`src/rtl/csa_accumulate_ctrl.sv`:
```
// ---------------------------------------------------------------------------
// csa_accumulate_ctrl
//
// Multi-operand accumulator controller for window/tap sums. Operands arrive
// over a valid/ready handshake and are folded 3:2 into redundant sum/carry
// registers, one per cycle, with no carry propagation on the accumulate path.
// The group's last operand triggers a single carry-propagate resolve, and the
// result is then held on a valid/ready output handshake.
//
// Ports:
//   clk        rising-edge clock
//   rst_n      asynchronous active-low reset
//   in_valid   operand present
//   in_ready   operand can be accepted this cycle (depends on state only)
//   in_data    signed operand, XLEN bits
//   in_last    marks the final operand of a group
//   out_valid  result present
//   out_ready  consumer takes the result
//   out_data   resolved group sum, modulo 2^ACC_W
//   out_count  operand count of the group, saturating at 2^CNT_W-1
//
// carry_save_adder is the purely combinational 3:2 compressor used by the
// controller; it lives in this file so that the block is self-contained.
// ---------------------------------------------------------------------------

module carry_save_adder #(
    parameter int XLEN = 16
) (
    input  logic [XLEN-1:0] a,
    input  logic [XLEN-1:0] b,
    input  logic [XLEN-1:0] c,
    output logic [XLEN-1:0] sum,
    output logic [XLEN-1:0] c_out
);
    assign sum   = a ^ b ^ c;
    assign c_out = (a & b) | (a & c) | (b & c);
endmodule

module csa_accumulate_ctrl #(
    parameter int XLEN  = 8,
    parameter int ACC_W = 16,
    parameter int CNT_W = 8
) (
    input  logic                    clk,
    input  logic                    rst_n,
    input  logic                    in_valid,
    output logic                    in_ready,
    input  logic signed [XLEN-1:0]  in_data,
    input  logic                    in_last,
    output logic                    out_valid,
    input  logic                    out_ready,
    output logic [ACC_W-1:0]        out_data,
    output logic [CNT_W-1:0]        out_count
);

    typedef enum logic [1:0] {
        IDLE    = 2'd0,
        ACCUM   = 2'd1,
        RESOLVE = 2'd2,
        OUTPUT  = 2'd3
    } state_t;

    state_t             state_q, state_d;
    logic [ACC_W-1:0]   s_q, s_d;
    logic [ACC_W-1:0]   c_q, c_d;
    logic [CNT_W-1:0]   count_q, count_d;
    logic [ACC_W-1:0]   out_data_q, out_data_d;
    logic [CNT_W-1:0]   out_count_q, out_count_d;

    logic [ACC_W-1:0]   c_shift;
    logic [ACC_W-1:0]   operand_ext;
    logic [ACC_W-1:0]   csa_sum;
    logic [ACC_W-1:0]   csa_c_out;
    logic               accept;
    logic               carry_msb_unused;

    function automatic logic signed [ACC_W-1:0] sign_extend(input logic signed [XLEN-1:0] x);
        logic signed [ACC_W-1:0] r;
        r = x;
        return r;
    endfunction

    function automatic logic [CNT_W-1:0] sat_inc(input logic [CNT_W-1:0] x);
        if (&x) begin
            return x;
        end
        return x + CNT_W'(1);
    endfunction

    // The carry vector carries weight 2; its MSB falls off the top, which is
    // exactly the modulo-2^ACC_W behaviour wanted for the result.
    assign c_shift          = {c_q[ACC_W-2:0], 1'b0};
    assign carry_msb_unused = c_q[ACC_W-1];
    assign operand_ext      = sign_extend(in_data);

    carry_save_adder #(
        .XLEN (ACC_W)
    ) u_csa (
        .a     (s_q),
        .b     (c_shift),
        .c     (operand_ext),
        .sum   (csa_sum),
        .c_out (csa_c_out)
    );

    assign in_ready  = (state_q == ACCUM);
    assign out_valid = (state_q == OUTPUT);
    assign accept    = in_valid & in_ready;
    assign out_data  = out_data_q;
    assign out_count = out_count_q;

    always_comb begin
        state_d     = state_q;
        s_d         = s_q;
        c_d         = c_q;
        count_d     = count_q;
        out_data_d  = out_data_q;
        out_count_d = out_count_q;
        case (state_q)
            IDLE: begin
                state_d = ACCUM;
            end
            ACCUM: begin
                if (accept) begin
                    s_d     = csa_sum;
                    c_d     = csa_c_out;
                    count_d = sat_inc(count_q);
                    if (in_last) begin
                        state_d = RESOLVE;
                    end
                end
            end
            RESOLVE: begin
                out_data_d  = s_q + c_shift;
                out_count_d = count_q;
                state_d     = OUTPUT;
            end
            OUTPUT: begin
                if (out_ready) begin
                    s_d     = '0;
                    c_d     = '0;
                    count_d = '0;
                    state_d = ACCUM;
                end
            end
            default: begin
                state_d = IDLE;
            end
        endcase
    end

    always_ff @(posedge clk or negedge rst_n) begin
        if (!rst_n) begin
            state_q     <= IDLE;
            s_q         <= '0;
            c_q         <= '0;
            count_q     <= '0;
            out_data_q  <= '0;
            out_count_q <= '0;
        end else begin
            state_q     <= state_d;
            s_q         <= s_d;
            c_q         <= c_d;
            count_q     <= count_d;
            out_data_q  <= out_data_d;
            out_count_q <= out_count_d;
        end
    end

endmodule

```
`config.mk`:
```
export PLATFORM = sky130hd
export DESIGN_NAME = csa_accumulate_ctrl
export DESIGN_NICKNAME = d
export VERILOG_FILES = /design/src/rtl/csa_accumulate_ctrl.sv
export SDC_FILE = /design/constraint.sdc
export NUM_CORES = 1
export LEC_CHECK = 0
export CAP_MARGIN = 15
export CORE_ASPECT_RATIO = 0.5
export CORE_MARGIN = 2
export CORE_UTILIZATION = 24
export DETAILED_ROUTE_END_ITERATION = 7
export SKIP_CTS_REPAIR_TIMING = 1
export SYNTH_ARGS = -nofsm -noshare
export SYNTH_HDL_FRONTEND = slang
export SYNTH_HIERARCHICAL = 1
export SYNTH_SLANG_ARGS = --single-unit
export TNS_END_PERCENT = 50
```
`constraint.sdc`:
```
create_clock -name clk -period 3.4 [get_ports clk]
set_input_delay 0.34 -clock clk [delete_from_list [all_inputs] [get_ports clk]]
set_output_delay 0.34 -clock clk [all_outputs]
set_load 0.01 [all_outputs]
```
======== Word-level counts from Yosys, hierarchy flattened ========
Cells that the tools add are included.
Widths: inputs -> output; s select.
word-level totals
  register bits after elaboration ......... 65
  latch bits .............................. 0
  memory bits (writable) .................. 0
  memory bits (read-only) ................. 0
  input port bits ......................... 13
  memories kept ........................... 0
operators by class
  $add $sub $neg .......................... 2
  multiply operators ...................... 0
  divide/modulo/power cells ............... 0
  $lt $le $gt $ge ......................... 0
  equal/unequal tests ..................... 7
  shift-type cells ........................ 0
  mux-type cells .......................... 16
  bitwise gates (word level) .............. 8
  reductions and logical operators ........ 6
operator list
  cell                 count
  $and 15x15->15       3
  $mux 16              2
  $pmux 16 s2          1
  $xor 16x16->16       2
  $or 15x15->15        2
  $pmux 15 s2          1
  $mux 8               3
  $add 16x16->16       1
  $pmux 8 s2           1
  $mux 15              1
  $add 8x1->8 const B  1
  $pmux 2 s4           1
  $reduce_and 8->1     1
  $mux 2               3
  $ne 2x1->1 const B   3
  $reduce_and 3->1     2
  $eq 2x2->1 const B   2
  $reduce_and 4->1     1
  $mux 1               3
  $ne 3x3->1 const B   1
  $eq 2x1->1 const B   1
  $logic_not 2->1      1
  $reduce_bool 2->1    1
  $and 1x1->1          1

======== Depth between registers and ports, before layout ========
Gate-level depths: netlist of the first run.
  depth in word-level cells ............... 7
  depth in mapped cells ................... 7
  depth with buffers taken out ............ 7

======== Hierarchy ========
Netlist of the first run, hierarchy kept.
by module, submodules not included
  module               times used  cells each  area an instance (um^2)
  csa_accumulate_ctrl  1           345         3402.0
  carry_save_adder     1           16          320.3

======== Least setup slack after synthesis of the first run ========
OpenSTA, ideal clock, no wires.
  kind .................................... flip-flop to flip-flop
  start point ............................. reg s_q[1]
  end point ............................... reg out_data_q[9], in the netlist out_data[9]
  setup time .............................. 0.125 ns
  data arrival time ....................... 2.091 ns
  required time ........................... 3.275 ns
  setup slack ............................. 1.184 ns
  stages on the path, launching flop included .. 8
  clock period less this slack ............ 2.216 ns
  path through ............................ dfrtp_1 > ha_1 > fa_1 > a21o_1 > a221oi_2 > o21ai_0 > xor2_1 > mux2_2
between the ends
  word-level cells in the longest chain between the ends .. 1
RTL lines
  element                 RTL line  RTL
  from (decl)             64        logic [ACC_W-1:0] s_q, s_d;
  from (signal assigned)  155       s_q <= '0;
  from (signal assigned)  162       s_q <= s_d;
  $add 16x16->16          134       out_data_d = s_q + c_shift;
  to (signal assigned)    165       out_data_q <= out_data_d;
  to (decl)               67        logic [ACC_W-1:0] out_data_q, out_data_d;
Every way passes these cells.
A chain may end at the register's enable or synchronous reset.

======== Final worst setup path of the first run ========
  start point ............................. reg s_q[1]
  end point ............................... reg out_data_q[11], in the netlist out_data[11]
The elaborated chain is that of the path after synthesis.

==> flow_summary.ini, run 1 <==
[run_status]
status = finished clean

[power]
switchingPower_mw = 1.63
p_int_mw = 2.39
power_leakage_nw = 2.15
irDropWorstVdd_uv = 329
p_sw_frac = 0.405
pwr-share-comb = 0.477
pwr-share-seq = 0.319
clkPwrFrac = 0.205
pwr_density_cell_mw_per_mm2 = 870

[floorplanning]
die_y_um = 92.1
rows = 32
fp.dieW_um = 180
die_area_mm2 = 0.0166
start_util = 0.243
core_area_mm2 = 0.0153
io_pins = 39

[timing]
timing.final.crit_share = 0.720
setup_tns_ns = 0
hold_viol = 0
relSlewSlack = 0.493
final.min_clock_period_ns = 2.45
rsz0062_at_grt = false
tightest_slew_ns = 0.761
clock_skew_ns = 0.00670
maxSlewViolCount = 0
finalSetupViolCount = 0
whs_ns = 0.372
fmax_mhz = 408

[placed_design]
place_inst = 596
post_dp_cell_area_mm2 = 0.00435
gp_congestion = 0.737
dpl.hpwl_um = 5840
numPortBuffers = 38

[cells_and_area]
fin_nets = 453
antenna_cells = 0
layout.cells.non_filler = 613
mostFrequentLayoutCells = nand2_1, dfrtp_1, clkdlybuf4s50_1, nand3b_1, ha_1
final_common_cell = nand2_1
final_area_mm2 = 0.00463
drive_above_1_share = 0.110
area_delta_synth_final_pct = 24.3

[global_route]
grtUsageTotal = 0.109
grt_pass1_vias = 2893
grt_start_max_net_pins = 43
antenna_found_initial = 0
grt_pass1_wl_um = 14600
gr-total-overflow = 0

[clocking]
cts.clk_slew.worst_paths_ns = 0.05
clkLatencyLatePin_ns = 0.33
cts_inserted_buffers = 9
htreeDepth = 3
cts.sinks = 65
clk_path_buf_depth = 2
tritoncts = yes
root_buffer = clkbuf_16

[logic_synthesis]
yosys.area.top_type = dfrtp_1
syn_area_per_cell_um2 = 10.3
synth_top_area_frac = 0.437
syn_nets = 410
synth_edf_count = 0
ys_ff_latch = 65
synth.area.top_cells = dfrtp_1, fa_1, nand2_1
synth_area_mm2 = 0.00372
synth.distinct_cells = 42
synth_ff_type = dfrtp_1
yosysWarnings = 6
async_flop_share = 1.00
ys_seq_area_frac = 0.437
syn_inst = 361

[critical_path]
startpoint_type = register
cp-end-kind = register
cp_cell_sequence = ha_1 > fa_1 > a21o_1 > a221oi_2 > o21ai_0 > xor2_1 > mux2_2
crit_buf_inv = 0
cp.arrival_ns = 2.66
path_max_fanout = 5
r2r_slack_ns = 0.95
cp_top_family = compound AO/OA/AOI/OAI gates
setup.worst_path.class = reg -> reg
crit_required_ns = 3.61
critPathSlowestCell = fa_1
slowest_delay_ns = 0.43

[route]
drt-vias-per-instance = 4.46
drt_iter0_drc = 100
vias = 2737
route.detailed.drc = 0
drt-total-wl_um = 8370
wl_per_cell_um = 13.7
drt_pass1_iterations = 4
antenna_left = 0

[flow_run]
drv_cap = 0

[min_path]
min_path_type = in -> async
## state kept, by name (all words and copies together), names as in the netlist
signal	flops
out_data	16
count_q	8
c_q	15
state_q	2
out_count	8
s_q	16
## worst reg2reg max path: cells and delay by family, from the launching register on
| family | cells | cell delay, ns |
|---|---|---|
| adder cells (fa/ha/maj) | 2 | 0.67 |
| AO/OA/AOI/OAI | 3 | 0.84 |
| XOR/XNOR | 1 | 0.17 |
| flip-flops | 1 | 0.41 |
| multiplexers | 1 | 0.26 |
## cells in the mapped netlist (2+ instances only)
master / count
mux2i_1: 2
nor3_1: 5
o21ai_0: 16
buf_1: 3
nor2_1: 11
o21a_1: 4
o2111ai_1: 2
or3_1: 2
xor2_1: 2
and3_1: 7
nand2_1: 81
o31ai_1: 5
a21o_1: 4
inv_1: 6
o211ai_1: 2
nand2b_1: 4
ha_1: 19
mux2_2: 16
a31oi_1: 3
nand3b_1: 31
a21oi_1: 15
and4_1: 2
xnor2_1: 5
dfrtp_1: 65
clkbuf_1: 11
a31o_2: 2
nand3_1: 5
fa_1: 17
## power groups by stage
| stage | logic (mW) | registers, mW | clock network (mW) |
|---|---|---|---|
| after global routing | 2.18 | 1.33 | 0.891 |
| after CTS | 1.95 | 1.29 | 0.857 |
| final | 1.92 | 1.28 | 0.824 |
| after detailed placement | 1.94 | 1.30 | 0 |
| after global placement | 1.91 | 1.29 | 0 |
| after floorplan | 1.25 | 1.29 | 0 |
## through the flow
stage | setup WS [ns] | utilization | total power [mW]
finish | 0.951 | 0.303 | 4.02
global route | 0.820 | 0.303 | 4.40
CTS | 0.961 | 0.302 | 4.10
detailed placement | 0.976 | 0.285 | 3.24
global placement | 0.994 | 0.285 | 3.19
floorplan | 1.18 | - | 2.54
## per-layer routing
layer  track usage  up-vias  share of wire
li1              -     1348              -
met1         0.144     1349           0.50
met2         0.175       30           0.45
met3        0.0298       10          0.030
met4        0.0343        0          0.013
met5             0        -              0
## path summary, 6_finish.rpt
kind,startpoint,to,cells after the start
max in group asynchronous,rst_n,out_data[0],3
worst max-delay path,s_q[1],out_data[11],7
worst min-delay path,rst_n,c_q[6],2
min in group clk,out_data[14],out_data[14],2
worst min register to register,out_data[14],out_data[14],2
worst max register to register,s_q[1],out_data[11],7
## kinds of logic (layout without fill, tap and decap cells)
kind of cell	after synthesis	count (layout)	synth area share
AOI/OAI and AO/OA	62	62	0.114
xor gates and xnor gates	7	7	0.0165
adders and majority gates	36	36	0.155
buffers and inverters	20	68	0.0202
DFF	65	65	0.437
muxes	18	18	0.0538
other	1	1	0.00101
and+or+nand+nor	152	152	0.202
## final cells by class
class	count	area [µm²]
clock buffer	10	229
clock inverter	6	35.0
fill	1601	10700
inverter	6	22.5
multi-input combinational	276	2020
sequential	65	1630
tap	204	255
timing repair buffer	46	438
Note: power is estimated with default switching activity, not from simulation.
==> run 2, diff against run 1 <==
- clock period: 3.4 -> 2 ns (I/O delays scaled with it)
==> run 2 against run 1 <==
Effect of this change:
- non-clock buffer count up 25
- final area up 6.8%
- die area unchanged
- largest power group unchanged
- power up 85%
- first-iteration DRC count up 76%
- the flow now finishes with violations (negative setup slack)
- sequential power up 66%
- largest cell class unchanged
- via count up 3.7%
==> flow_summary.ini, run 2 (same netlist as run 1, synthesis figures left out) <==
[run_status]
status = finished, violations left
violations = negative setup slack

[cells_and_area]
drive_above_1_share = 0.187
fin_nets = 478
antenna_cells = 0
final_util = 0.323
mostFrequentLayoutCells = nand2_1, dfrtp_1, clkdlybuf4s50_1, nand3b_1, buf_4
regArea_mm2 = 0.00163
area_delta_synth_final_pct = 32.8
fillers = 1582
multi_input_area_mm2 = 0.00208
final_common_cell = nand2_1

[power]
power_leakage_nw = 2.31
irDropWorstVdd_uv = 533
pwr-share-comb = 0.498
p_int_mw = 4.55
p_sw_frac = 0.387
clkPwrFrac = 0.215
pwr-share-seq = 0.287
switchingPower_mw = 2.87
pwr_density_cell_mw_per_mm2 = 1500

[critical_path]
cp_top_family = compound AO/OA/AOI/OAI gates
worst-path-stages = 7
slowest_delay_ns = 0.38
r2r_slack_ns = -0.15
path_max_fanout = 5
setup.worst_path.class = reg -> reg
startpoint_type = register
r2r_cells = 7
crit_required_ns = 2.21
r2r-start = c_q[0]
crit_buf_inv = 0
critPathCapture = out_data[9]
cp_cell_sequence = ha_2 > fa_2 > a21o_1 > a221oi_4 > o21ai_1 > xor2_1 > mux2_4
cp.arrival_ns = 2.36
critPathSlowestCell = dfrtp_1
r2r-end = out_data[9]
cp-end-kind = register
setup.worst_path.start = c_q[0]

[global_route]
antenna_found_initial = 0
grt_pass1_wl_um = 14100
grt_start_max_net_pins = 50
grtUsageTotal = 0.106
grt_pass1_vias = 2823
gr-total-overflow = 0

[route]
route.detailed.drc = 0
drt-total-wl_um = 8240
drt_iter0_drc = 176
vias = 2838
drt_pass1_iterations = 4
wl_per_cell_um = 12.9
antenna_left = 0
drt-vias-per-instance = 4.45

[floorplanning]
io_pins = 39
start_util = 0.243
rows = 32
die_y_um = 92.1
fp.dieW_um = 180
core_area_mm2 = 0.0153
die_area_mm2 = 0.0166

[timing]
timing.final.crit_share = 1.07
setup_tns_ns = -0.514
final.min_clock_period_ns = 2.15
clock_skew_ns = 0.00663
maxSlewViolCount = 0
rsz0062_at_grt = true
fmax_mhz = 465
fin_ws_ns = -0.150
finalSetupViolCount = 5
hold_viol = 0

[flow_run]
drv_cap = 0

[placed_design]
dpl.hpwl_um = 5870
gp_congestion = 0.772
numPortBuffers = 38

[clocking]
cts_inserted_buffers = 9
cts.clk_slew.worst_paths_ns = 0.06
root_buffer = clkbuf_16
htreeDepth = 3
clkLatencyLatePin_ns = 0.33
cts.sinks = 65
tritoncts = yes
clk_path_buf_depth = 2

[min_path]
min_path_type = in -> async
run 2: worst min path at each step:
stage                              end  start  depth (start not counted)  slack (ns)
after floorplan                 c_q[0]  rst_n                          0        -0.1
after global placement     out_data[5]  rst_n                          1        0.17
after detailed placement   out_data[5]  rst_n                          1        0.17
after CTS                 out_data[15]  rst_n                          1       -0.19
after global routing      out_data[15]  rst_n                          2        0.38
final                     out_data[15]  rst_n                          2        0.35
run 2: cell type report:
cell class                      instances  area share
Clock buffer                           10      0.0484
Clock inverter                          6      0.0134
Inverter                                6     0.00456
Multi-Input combinational cell        276       0.421
Sequential cell                        65       0.329
Tap cell                              204      0.0516
Timing Repair Buffer                   71       0.132
run 2: power groups by stage:
| stage | Combinational [mW] | Sequential, mW | Clock, mW |
|---|---|---|---|
| final | 3.70 | 2.13 | 1.60 |
| after global routing | 4.14 | 2.21 | 1.71 |
| after CTS | 3.61 | 2.13 | 1.64 |
| after detailed placement | 3.59 | 2.15 | 0 |
| after global placement | 3.54 | 2.13 | 0 |
| after floorplan | 2.13 | 2.20 | 0 |
run 2: routing by layer:
layer,share of wire,vias to the layer above,global-route usage
met2,0.44,40,0.157
met1,0.51,1389,0.148
met3,0.033,12,0.0286
li1,-,1397,-
met5,0,-,0
met4,0.014,0,0.0403
run 2: through the flow:
step	setup slack (ns)	power, mW	std cells	area (µm²)	hold slack [ns]
floorplan	-0.0809	4.33	361	3740	-0.0956
finish	-0.150	7.43	638	4940	0.346
CTS	-0.190	7.39	635	4860	-0.187
global route	-0.237	8.06	638	4940	0.378
global placement	-0.150	5.67	619	4550	0.170
detailed placement	-0.170	5.74	619	4550	0.172
==> run 3, diff against run 2 <==
- CORE_MARGIN: 2 -> 5
==> run 3 against run 2 <==
Effect of this change:
- critical path depth did not move
- hold slack better by 0.078 ns
- clock skew down 0.0012 ns
- first-iteration DRC count is 34% lower
- flip-flop and latch count stayed put
- the run still ends with negative setup slack left
- sequential power is essentially flat
- utilization shrank 0.14 points
- global-route usage down 0.57 points
- die area increased by 10%
- final cell count down 0.16%
==> flow_summary.ini, run 3 (same netlist as run 1, synthesis figures left out) <==
[run_status]
status = finished, violations left
violations = negative setup slack

[floorplanning]
die_area_mm2 = 0.0183
rows = 32
fp.dieW_um = 186
start_util = 0.243
io_pins = 39
die_y_um = 98.1
core_area_mm2 = 0.0153

[cells_and_area]
fin_nets = 478
drive_above_1_share = 0.176
area_delta_synth_final_pct = 32.2
final_common_cell = nand2_1
fillers = 1557
final_util = 0.322
multi_input_area_mm2 = 0.00206
final_area_mm2 = 0.00492
regArea_mm2 = 0.00163
antenna_cells = 0
mostFrequentLayoutCells = nand2_1, dfrtp_1, clkdlybuf4s50_1, nand3b_1, buf_4

[critical_path]
r2r_cells = 7
r2r-start = s_q[1]
path_max_fanout = 5
cp.arrival_ns = 2.39
cp-end-kind = register
startpoint_type = register
r2r-end = out_data[11]
r2r_slack_ns = -0.18
crit_required_ns = 2.21
setup.worst_path.class = reg -> reg

[global_route]
grt_pass1_vias = 2916
antenna_found_initial = 0
gr-total-overflow = 0
grt_pass1_wl_um = 14900
grtUsageTotal = 0.101
grt_start_max_net_pins = 66

[timing]
clock_skew_ns = 0.00538
hold_viol = 0
fmax_mhz = 460
timing.final.crit_share = 1.09
final.min_clock_period_ns = 2.18
maxSlewViolCount = 0
rsz0062_at_grt = true
fin_ws_ns = -0.176
finalSetupViolCount = 5

[route]
vias = 2829
top_layer_used = met4
wl_met2_um = 3750
drt_pass1_iterations = 4
drt-vias-per-instance = 4.44
route.detailed.drc = 0
wl_per_cell_um = 13.3
drt-total-wl_um = 8450
antenna_left = 0
wl_met3_um = 350
drt_iter0_drc = 117
met1_length_um = 4300

[placed_design]
gp_congestion = 0.807
dpl.hpwl_um = 5980
post_dp_cell_area_mm2 = 0.00455
numPortBuffers = 38

[power]
pwr-share-comb = 0.489
p_sw_frac = 0.378
clkPwrFrac = 0.225
pwr_density_cell_mw_per_mm2 = 1510
irDropWorstVdd_uv = 432
power_leakage_nw = 2.30
p_int_mw = 4.61
switchingPower_mw = 2.81
pwr-share-seq = 0.286

[clocking]
tritoncts = yes
root_buffer = clkbuf_16
clkLatencyLatePin_ns = 0.33
clk_path_buf_depth = 2
cts.clk_slew.worst_paths_ns = 0.06
htreeDepth = 3
cts.sinks = 65
cts_inserted_buffers = 9

[min_path]
min_path_type = in -> async

[flow_run]
drv_cap = 0
run 3: cell types whose count changed in the layout (fill, tap and decap cells not counted), moves of 2 or more:
cell      previous run  this run
clkbuf_1             0         2
clkinv_4             2         0
nor3_1               5         3
nor3_2               0         2
run 3: how the worst max path moves through the flow:
| stage | start | endpoint | slack [ns] | cells after the start |
|---|---|---|---|---|
| global placement | c_q[0] | out_data[11] | -0.16 | 7 |
| global route | c_q[0] | out_data[13] | -0.25 | 8 |
| floorplan | c_q[0] | out_data[11] | -0.08 | 7 |
| finish | s_q[1] | out_data[11] | -0.18 | 7 |
| detailed placement | s_q[1] | out_data[9] | -0.20 | 7 |
| CTS | s_q[1] | out_data[9] | -0.21 | 7 |
run 3: layout make-up:
type	instances	area share
sequential	65	0.331
timing repair buffer	71	0.130
tap	204	0.0519
clock buffer	12	0.0501
inverter	6	0.00458
clock inverter	3	0.0132
multi-input combinational	276	0.419
run 3: power groups by stage:
stage	Sequential (mW)	Clock (mW)	Combinational, mW
6_report	2.12	1.67	3.63
5_1_grt	2.20	1.78	4.10
4_1_cts	2.13	1.71	3.63
3_5_place_dp	2.15	0	3.61
3_3_place_gp	2.14	0	3.54
2_1_floorplan	2.20	0	2.13
run 3: through the flow:
step / setup WS [ns] / total power, mW / instances / hold slack, ns / TNS, ns
6_report: -0.176 / 7.42 / 637 / 0.424 / -0.695
5_1_grt: -0.248 / 8.08 / 637 / 0.469 / -1.18
4_1_cts: -0.208 / 7.47 / 634 / -0.102 / -0.875
3_5_place_dp: -0.196 / 5.76 / 619 / 0.253 / -0.756
3_3_place_gp: -0.157 / 5.67 / 619 / 0.252 / -0.491
2_1_floorplan: -0.0809 / 4.33 / 361 / -0.0956 / -0.162
run 3: worst max-delay path: stages (launching register included):
cell	delay (ns)
dfrtp_1	0.39
ha_2	0.19
fa_2	0.37
a21o_1	0.21
a221oi_4	0.36
o21ai_1	0.14
xor2_1	0.15
mux2_2	0.26
run 3: per-layer routing:
metal	up-vias	track usage
li1	1400	-
met1	1376	0.143
met2	49	0.151
met3	4	0.0305
met4	0	0.0235
met5	-	0
